==> src/rtl/te_fifo.sv <==
// Time-event FIFO: synchronizes up to four event lines and timestamps their rising
// edges with a free-running counter. It queues {source, timestamp} for the host.
module te_fifo #(
    parameter int DEPTH = 16
) (
    input  logic        clk,
    input  logic        rst_b,
    input  logic        host_cs,
    input  logic        host_rd,
    input  logic        host_wr,
    input  logic [5:0]  host_addr,
    input  logic [31:0] host_d4wt,
    output logic [31:0] host_d4rd,
    input  logic [3:0]  event_src,
    output logic        te_irq
);
    localparam int AW = $clog2(DEPTH);
    localparam logic [5:0] DEPTH_C    = 6'(DEPTH);
    localparam logic [5:0] A_CTRL     = 6'h00;
    localparam logic [5:0] A_THRESH   = 6'h01;
    localparam logic [5:0] A_STATUS   = 6'h02;
    localparam logic [5:0] A_TS       = 6'h03;
    localparam logic [5:0] A_HEAD_TS  = 6'h04;
    localparam logic [5:0] A_HEAD_SRC = 6'h05;

    logic          enable_q, enable_d;
    logic          int_enable_q, int_enable_d;
    logic [3:0]    src_enable_q, src_enable_d;
    logic [5:0]    threshold_q, threshold_d;
    logic          overflow_q, overflow_d;
    logic [7:0]    drop_count_q, drop_count_d;
    logic [31:0]   ts_q, ts_d;
    logic [3:0]    s1_q, s2_q, s3_q;
    logic [3:0]    pend_q, pend_d;
    logic [31:0]   pts_q [4];
    logic [31:0]   pts_d [4];
    logic [AW-1:0] rd_ptr_q, rd_ptr_d, wr_ptr_q, wr_ptr_d;
    logic [5:0]    count_q, count_d;
    logic [33:0]   mem_q [DEPTH];

    logic          wr_sel, flush, pop_req;
    logic          full, empty, served, push, pop, full_drop;
    logic [3:0]    edge_v, serve_oh, ovw;
    logic [1:0]    serve_idx;
    logic [2:0]    n_drop;
    logic [8:0]    drop_sum;
    logic [33:0]   head;

    assign wr_sel  = host_cs & host_wr;
    assign flush   = wr_sel & (host_addr == A_CTRL) & host_d4wt[31];
    assign pop_req = host_cs & host_rd & (host_addr == A_HEAD_SRC);

    for (genvar gi = 0; gi < 4; gi++) begin : g_src
        assign edge_v[gi] = s2_q[gi] & ~s3_q[gi] & src_enable_q[gi] & enable_q;
    end

    // Lowest-index pending source wins the single push slot each cycle.
    assign serve_oh  = pend_q & (~pend_q + 4'd1);
    assign full      = (count_q == DEPTH_C);
    assign empty     = (count_q == 6'd0);
    assign served    = |pend_q;
    assign push      = served & ~full & ~flush;
    assign full_drop = served & full & ~flush;
    assign pop       = pop_req & ~empty & ~flush;
    assign ovw       = edge_v & pend_q & ~serve_oh & {4{~flush}};

    always_comb begin
        serve_idx = 2'd0;
        for (int i = 3; i >= 0; i--) begin
            if (pend_q[i]) serve_idx = 2'(i);
        end
    end

    always_comb begin
        n_drop = {2'b0, full_drop};
        for (int i = 0; i < 4; i++) begin
            n_drop = n_drop + {2'b0, ovw[i]};
        end
        drop_sum = {1'b0, drop_count_q} + {6'd0, n_drop};
    end

    always_comb begin
        enable_d     = enable_q;
        int_enable_d = int_enable_q;
        src_enable_d = src_enable_q;
        threshold_d  = threshold_q;
        overflow_d   = overflow_q;
        drop_count_d = drop_count_q;
        ts_d         = enable_q ? ts_q + 32'd1 : ts_q;
        pend_d       = pend_q & ~serve_oh;
        pts_d        = pts_q;
        rd_ptr_d     = rd_ptr_q;
        wr_ptr_d     = wr_ptr_q;
        count_d      = count_q + {5'd0, push} - {5'd0, pop};

        if (wr_sel && host_addr == A_CTRL) begin
            enable_d     = host_d4wt[0];
            int_enable_d = host_d4wt[1];
            src_enable_d = host_d4wt[7:4];
        end
        if (wr_sel && host_addr == A_THRESH) threshold_d = host_d4wt[5:0];
        if (wr_sel && host_addr == A_TS) ts_d = host_d4wt;

        // A new edge on the source being served re-arms it rather than dropping.
        for (int i = 0; i < 4; i++) begin
            if (edge_v[i]) begin
                pend_d[i] = 1'b1;
                pts_d[i]  = ts_q;
            end
        end

        if (n_drop != 3'd0) begin
            overflow_d   = 1'b1;
            drop_count_d = drop_sum[8] ? 8'hFF : drop_sum[7:0];
        end
        if (wr_sel && host_addr == A_STATUS && host_d4wt[16]) begin
            overflow_d   = 1'b0;
            drop_count_d = 8'd0;
        end

        if (push) wr_ptr_d = wr_ptr_q + 1'b1;
        if (pop)  rd_ptr_d = rd_ptr_q + 1'b1;

        if (flush) begin
            pend_d   = 4'd0;
            rd_ptr_d = '0;
            wr_ptr_d = '0;
            count_d  = 6'd0;
        end
    end

    always_ff @(posedge clk or negedge rst_b) begin
        if (!rst_b) begin
            enable_q     <= 1'b0;
            int_enable_q <= 1'b0;
            src_enable_q <= 4'd0;
            threshold_q  <= 6'd0;
            overflow_q   <= 1'b0;
            drop_count_q <= 8'd0;
            ts_q         <= 32'd0;
            s1_q         <= 4'd0;
            s2_q         <= 4'd0;
            s3_q         <= 4'd0;
            pend_q       <= 4'd0;
            for (int i = 0; i < 4; i++) pts_q[i] <= 32'd0;
            rd_ptr_q     <= '0;
            wr_ptr_q     <= '0;
            count_q      <= 6'd0;
        end else begin
            enable_q     <= enable_d;
            int_enable_q <= int_enable_d;
            src_enable_q <= src_enable_d;
            threshold_q  <= threshold_d;
            overflow_q   <= overflow_d;
            drop_count_q <= drop_count_d;
            ts_q         <= ts_d;
            s1_q         <= event_src;
            s2_q         <= s1_q;
            s3_q         <= s2_q;
            pend_q       <= pend_d;
            for (int i = 0; i < 4; i++) pts_q[i] <= pts_d[i];
            rd_ptr_q     <= rd_ptr_d;
            wr_ptr_q     <= wr_ptr_d;
            count_q      <= count_d;
        end
    end

    always_ff @(posedge clk) begin
        if (push) mem_q[wr_ptr_q] <= {serve_idx, pts_q[serve_idx]};
    end

    assign head   = mem_q[rd_ptr_q];
    assign te_irq = int_enable_q & (count_q >= threshold_q) & (threshold_q != 6'd0);

    always_comb begin
        host_d4rd = 32'd0;
        case (host_addr)
            A_CTRL:     host_d4rd = {24'd0, src_enable_q, 2'b00, int_enable_q, enable_q};
            A_THRESH:   host_d4rd = {26'd0, threshold_q};
            A_STATUS:   host_d4rd = {15'd0, overflow_q, drop_count_q, 2'b00, count_q};
            A_TS:       host_d4rd = ts_q;
            A_HEAD_TS:  host_d4rd = empty ? 32'd0 : head[31:0];
            A_HEAD_SRC: host_d4rd = empty ? 32'd0 : {1'b1, 29'd0, head[33:32]};
            default:    host_d4rd = 32'd0;
        endcase
    end
endmodule
==> config.mk <==
export PLATFORM = sky130hd
export DESIGN_NAME = te_fifo
export DESIGN_NICKNAME = d
export VERILOG_FILES = /design/src/rtl/te_fifo.sv
export SDC_FILE = /design/constraint.sdc
export NUM_CORES = 1
export LEC_CHECK = 0
export ABC_AREA = 1
export BUFFER_PORTS_ARGS = -buffer_cell sky130_fd_sc_hd__buf_4
export CORE_ASPECT_RATIO = 0.5
export CORE_MARGIN = 2
export CORE_UTILIZATION = 40
export DETAILED_ROUTE_END_ITERATION = 6
export GPL_ROUTABILITY_DRIVEN = 1
export SETUP_SLACK_MARGIN = 0.1
export SYNTH_ARGS = -nofsm -noshare
export SYNTH_HDL_FRONTEND = slang
export SYNTH_SLANG_ARGS = --single-unit
==> constraint.sdc <==
create_clock -name clk -period 4 [get_ports clk]
set_clock_uncertainty 0.2 [all_clocks]
set_input_delay 1 -clock clk [delete_from_list [all_inputs] [get_ports clk]]
set_output_delay 1 -clock clk [all_outputs]
set_load 0.1 [all_outputs]
# Word-level counts from Yosys, hierarchy flattened
# Memories as Yosys holds them, arrays and structs flattened.
# Index checks and enable logic that the tools add are counted.
[totals] wordCells=121 out_inout_bits=33 latchBits=0 reg_bits=211 in_bits=47 ramBits=544 romBits=0 n_memories=1
[memory_table] memory="mem_q" words=16 width=34 rd=1 rd_ports_with_merged_regs=0 write_ports=1 line="39" source="logic [33:0] mem_q [DEPTH];"
[classes] n_mul=0 n_mux=29 n_reduce_logical=14 eq_ne=6 n_div=0 order_cmp=2 add_sub_neg=11 bitwise_logic=40 n_shift=0
[ops] cell="$mux W32" count=6
[ops] cell="$pmux W32 S6" count=1
[ops] cell="$bmux W32 S2" count=1
[ops] cell="$add A32 B1 Y32 const B" count=1
[ops] cell="$and A1 B1 Y1" count=25
[ops] cell="$mux W8" count=3
[ops] cell="$and A4 B4 Y4" count=5
[ops] cell="$mux W4" count=5
[ops] cell="$add A4 B1 Y4 const B" count=3
[ops] cell="$eq A6 B2 Y1 const B" count=2
[ops] cell="$eq A6 B3 Y1 const B" count=2
[ops] cell="$logic_not A6 Y1" count=2
[ops] cell="$add A8 B3 Y9" count=1
[ops] cell="$mux W1" count=8
[ops] cell="$mux W2" count=4
[ops] cell="$not A4 Y4" count=2
[ops] cell="$reduce_bool A2 Y1" count=4
[ops] cell="$not A1 Y1" count=7
[ops] cell="$add A3 B1 Y3" count=2
[ops] cell="$add A6 B1 Y6" count=1
[ops] cell="$eq A6 B1 Y1 const B" count=1
[ops] cell="$eq A6 B5 Y1 const B" count=1
[ops] cell="$ge A6 B6 Y1" count=1
[ops] cell="$mux W6" count=1
[ops] cell="9 further kinds" count=13

# Logic depth before layout (Yosys ltp)
[depth] word_depth=15 depth_mapped=21 ltp_nobuf=20

# Worst setup path after synthesis
# OpenSTA, ideal clock, no wires.
[synth_path] path_type="input port to flip-flop" from="input port host_addr[3]" to="register drop_count_q[6]" arrival_time_ns=4.035 cell_stages=20 path_buffers=1 setup_time_ns=0.128 path_slack_ns=-0.363 path_cell_list="nor2_2 nand3_1 inv_2 nand3_1 inv_1 buf_4 nor2_1 nand2_1 fa_1 fa_1 inv_1 ha_1 inv_1 fa_1 inv_1 nand2_1 a21oi_1 nand3_1 nor3_1 o21ai_0"
[synth_via] elab_chain_len=13
[synth_lines] element="from (decl)" line="11" source="input logic [5:0] host_addr,"
[synth_lines] element="$logic_not A6 Y1" line="50" source="assign flush = wr_sel & (host_addr == A_CTRL) & host_d4wt[31];"
[synth_lines] element="$and A1 B1 Y1 (2 in series)" line="50"
[synth_lines] element="$not A1 Y1" line="63, 65"
[synth_lines] element="$and A1 B1 Y1 / $and A4 B4 Y4 (equally long branches)" line="63, 65"
[synth_lines] element="$add A1 B1 Y2" line="77" source="n_drop = n_drop + {2'b0, ovw[i]};"
[synth_lines] element="$add A2 B1 Y3" line="77"
[synth_lines] element="$add A3 B1 Y3 (2 in series)" line="77"
[synth_lines] element="$add A8 B3 Y9" line="79" source="drop_sum = {1'b0, drop_count_q} + {6'd0, n_drop};"
[synth_lines] element="$mux W8" line="114" source="drop_count_d = drop_sum[8] ? 8'hFF : drop_sum[7:0];"
[synth_lines] element="$mux W8" line="112" source="if (n_drop != 3'd0) begin"
[synth_lines] element="$mux W8" line="116" source="if (wr_sel && host_addr == A_STATUS && host_d4wt[16]) begin"
[synth_lines] element="to (signal assigned)" line="155" source="drop_count_q <= drop_count_d;"
[synth_lines] element="to (decl)" line="31" source="logic [7:0] drop_count_q, drop_count_d;"
# Several ways; a longest one is shown, not always the timed one. The select of a mux whose other input is x is not followed.
# A chain may end at the register's enable or synchronous reset.

# Final worst setup path
[layout_path] from="register rd_ptr_q[1]" to="output port host_d4rd[12]"
[layout_via] elab_chain_len=3
[layout_lines] element="from (decl)" line="37" source="logic [AW-1:0] rd_ptr_q, rd_ptr_d, wr_ptr_q, wr_ptr_d;"
[layout_lines] element="from (signal assigned)" line="162" source="rd_ptr_q <= rd_ptr_d;"
[layout_lines] element="$mem_v2 Z16 W34"
[layout_lines] element="$mux W32" line="182" source="A_HEAD_TS: host_d4rd = empty ? 32'd0 : head[31:0];"
[layout_lines] element="$pmux W32 S6" line="177" source="case (host_addr)"
[layout_lines] element="to (decl)" line="13" source="output logic [31:0] host_d4rd,"
# No other way between the ends.

==> results.cfg <==
[setup_path]
reg2reg_depth = 17
cp-end-kind = output port
worst-endpoint-required_ns = 2.80
r2r-end = drop_count_q[6]
reg2reg_slack_ns = 0.33
crit_start = rd_ptr_q[1]
endpoint = host_d4rd[12]
cp.arrival_ns = 2.66
critPathKind = reg2out
start_kind = flop
critPathMaxFanout = 31
r2r-start = count_q[3]

[power]
finalPower_mw = 19.3
ir_drop_mv = 0.283
power.leakage_nw = 15.5
powerDensity_nw_per_um2 = 496

[global_routing]
grt_pass1_wl_um = 144000
grt_pass1_vias = 22700
grt_max_degree = 89
antenna_found_initial = 1
track_usage_pct = 22.6
grt-ovfl-total = 0

[floorplan]
start_util_pct = 40.4
ios = 80
coreArea_um2 = 81600
die_x_um = 410
die_h_um = 207
core.rowCount = 74
dieArea_um2 = 84800

[final_layout]
fin_nets = 3426
fin_cells = 4507
mostFrequentLayoutCells = nand2_1, edfxtp_1, nor2_1, o21ai_0, inv_1
diodes = 0
drive_gt1_share_pct = 13.6
final_core_util_pct = 47.6
mostFrequentLayoutCell = nand2_1
area_delta_synth_final_pct = 18.0
nFillCells = 7334

[detailed_routing]
remaining_drc_errors = 0
viasPerCell = 5.41
drt_pass1_iterations = 5
vias = 24400
wl_per_cell_um = 21.9
drt_wl_total_um = 98600
drtIter0Drc = 2772
ant_nets = 0

[clocking]
cts_tree = done
root_buffer = clkbuf_16
hold_buffers = 0
cts.sinks = 755
path_clk_slew_ns = 0.07
clk_latency_ns = 0.63
htreeDepth = 3
numCtsBuffers = 71
clockBufferDepth = 3

[synthesis]
ys_seq_area_share_pct = 65.7
netlist_instances = 3221
synth_top_area_share_pct = 49.6
synth_area_leaders = edfxtp_1, dfrtp_1, nand2_1, o21ai_0, nor2_1
synthFlopType = edfxtp_1
yosysUniqueCellTypes = 42
async_flop_share_pct = 27.9
synth_nets = 3297
yosysTopAreaCell = edfxtp_1
synth_area_um2 = 32900
ys_seq_elements = 755
synth_warnings = 0
syn_avg_cell_area_um2 = 10.2
synth-edff-count = 544

[placed_design]
dp_cells = 4348
place.gp.congestion = 0.876
dp_hpwl_um = 57100
post-place-ws_ns = -0.478
io_buffers = 79

[sta]
tightest_slew_ns = 1.09
post-route-min-period_ns = 3.86
fmaxAchievable_mhz = 259
finalSetupViolCount = 0
hold_viol = 0
grt_setup_unrepaired = yes
fin_crit_sh_pct = 96.4
relSlewSlack_pct = 27.0
slew_violations = 0
setup_ws_ns = 0.145

[flow_run]
maxCapViolCount = 0

[status]
outcome = finished clean

[hold_path]
hold_class = reg2reg
-- state kept, by name, indices dropped and copies added, names as in the netlist, 6 cells and up --
name and flops:
count_q 6, drop_count_q 8, ts_q 32, threshold_q 6
mem_q 544, pts_q 128
-- worst min path at each step --
stage	from	cells past startpoint	end	slack, ns
after floorplan	s1_q[0]	0	s2_q[0]	0.13
after global placement	s1_q[1]	0	s2_q[1]	0.14
after detailed placement	s1_q[3]	0	s2_q[3]	0.14
after CTS	s1_q[3]	0	s2_q[3]	0.15
after global routing	s1_q[3]	0	s2_q[3]	0.16
final	s1_q[3]	0	s2_q[3]	0.14
-- final cells by class --
| type | count | area, um2 | area share [%] |
|---|---|---|---|
| Clock buffer | 92 | 1880 | 4.83 |
| Clock inverter | 36 | 382 | 0.982 |
| Inverter | 239 | 936 | 2.41 |
| Multi-Input combinational cell | 2051 | 9990 | 25.7 |
| Sequential cell | 755 | 21600 | 55.6 |
| Tap cell | 1102 | 1380 | 3.55 |
| Timing Repair Buffer | 228 | 2630 | 6.77 |
| Timing Repair inverter | 4 | 40.0 | 0.103 |
-- kinds of logic (layout without fill, tap and decap cells) --
kind of cell    count (synthesis)  count (layout)  synth area share, %
fa+ha+maj                      29              29                 1.19
other cells                     1               1               0.0114
buf+inv                       416             599                 5.31
compound gates                566             566                 9.20
flops                         755             755                 65.7
xor+xnor                       13              13                0.346
simple gates                 1441            1442                 18.3
-- critical path, cell delays in order (launching register included) --
cell	delay [ns]
dfrtp_4	0.60
inv_12	0.18
buf_16	0.20
o21ai_0	0.11
o21ai_1	0.16
nand2_1	0.06
nand3_1	0.16
nand3_2	0.16
nand2_2	0.16
buf_12	0.19
-- per-stage QoR --
stage	area [um2]	setup TNS (ns)	hold WS [ns]
after detailed placement	35500	-3.39	0.136
after CTS	38200	0	0.151
after floorplan	33000	-0.0750	0.131
after global routing	38900	0	0.162
after global placement	35500	-3.12	0.136
final	38900	0	0.145
-- repair_timing --
action	in CTS	in global routing
setup buffers	4	12
setup endpoints to repair	32	40
gates cloned	5	10
pin swaps	0	6
gates resized for setup	67	86
-- routing by layer --
metal / GRT usage [%] / routed length (um)
met3: 4.43 / 9160
met2: 34.7 / 43700
met4: 6.62 / 2250
met1: 32.6 / 43500
met5: 0 / 0
-- report_power, final --
part / internal (mW) / switching (mW) / total, mW
Clock: 3.75 / 3.05 / 6.79
Combinational: 0.943 / 2.02 / 2.96
Sequential: 9.12 / 0.397 / 9.52
Total: 13.8 / 5.46 / 19.3
-- Yosys cell counts, types with 2 or more instances --
| cell type | count |
|---|---|
| nor2_2 | 5 |
| nand3_1 | 220 |
| xor2_1 | 13 |
| a22oi_1 | 11 |
| nor3_1 | 114 |
| o21ai_0 | 367 |
| o22ai_1 | 38 |
| inv_1 | 225 |
| o21ai_1 | 28 |
| nand2_2 | 4 |
| o21bai_1 | 4 |
| inv_2 | 11 |
| clkinv_1 | 2 |
| edfxtp_1 | 544 |
| nand2_1 | 648 |
| nor2_4 | 5 |
| a21oi_1 | 76 |
| ha_1 | 25 |
| and3_1 | 4 |
| nand4_1 | 13 |
| buf_6 | 5 |
| o211ai_1 | 35 |
| nor2_1 | 406 |
| nand2_4 | 2 |
| nor3_2 | 2 |
| clkbuf_1 | 68 |
| o221ai_1 | 4 |
| or2_2 | 11 |
| buf_4 | 10 |
| buf_1 | 7 |
| buf_2 | 87 |
| fa_1 | 4 |
| nand3b_1 | 2 |
| nand3_2 | 3 |
| dfrtp_1 | 211 |
(Power assumes the default switching activity.)
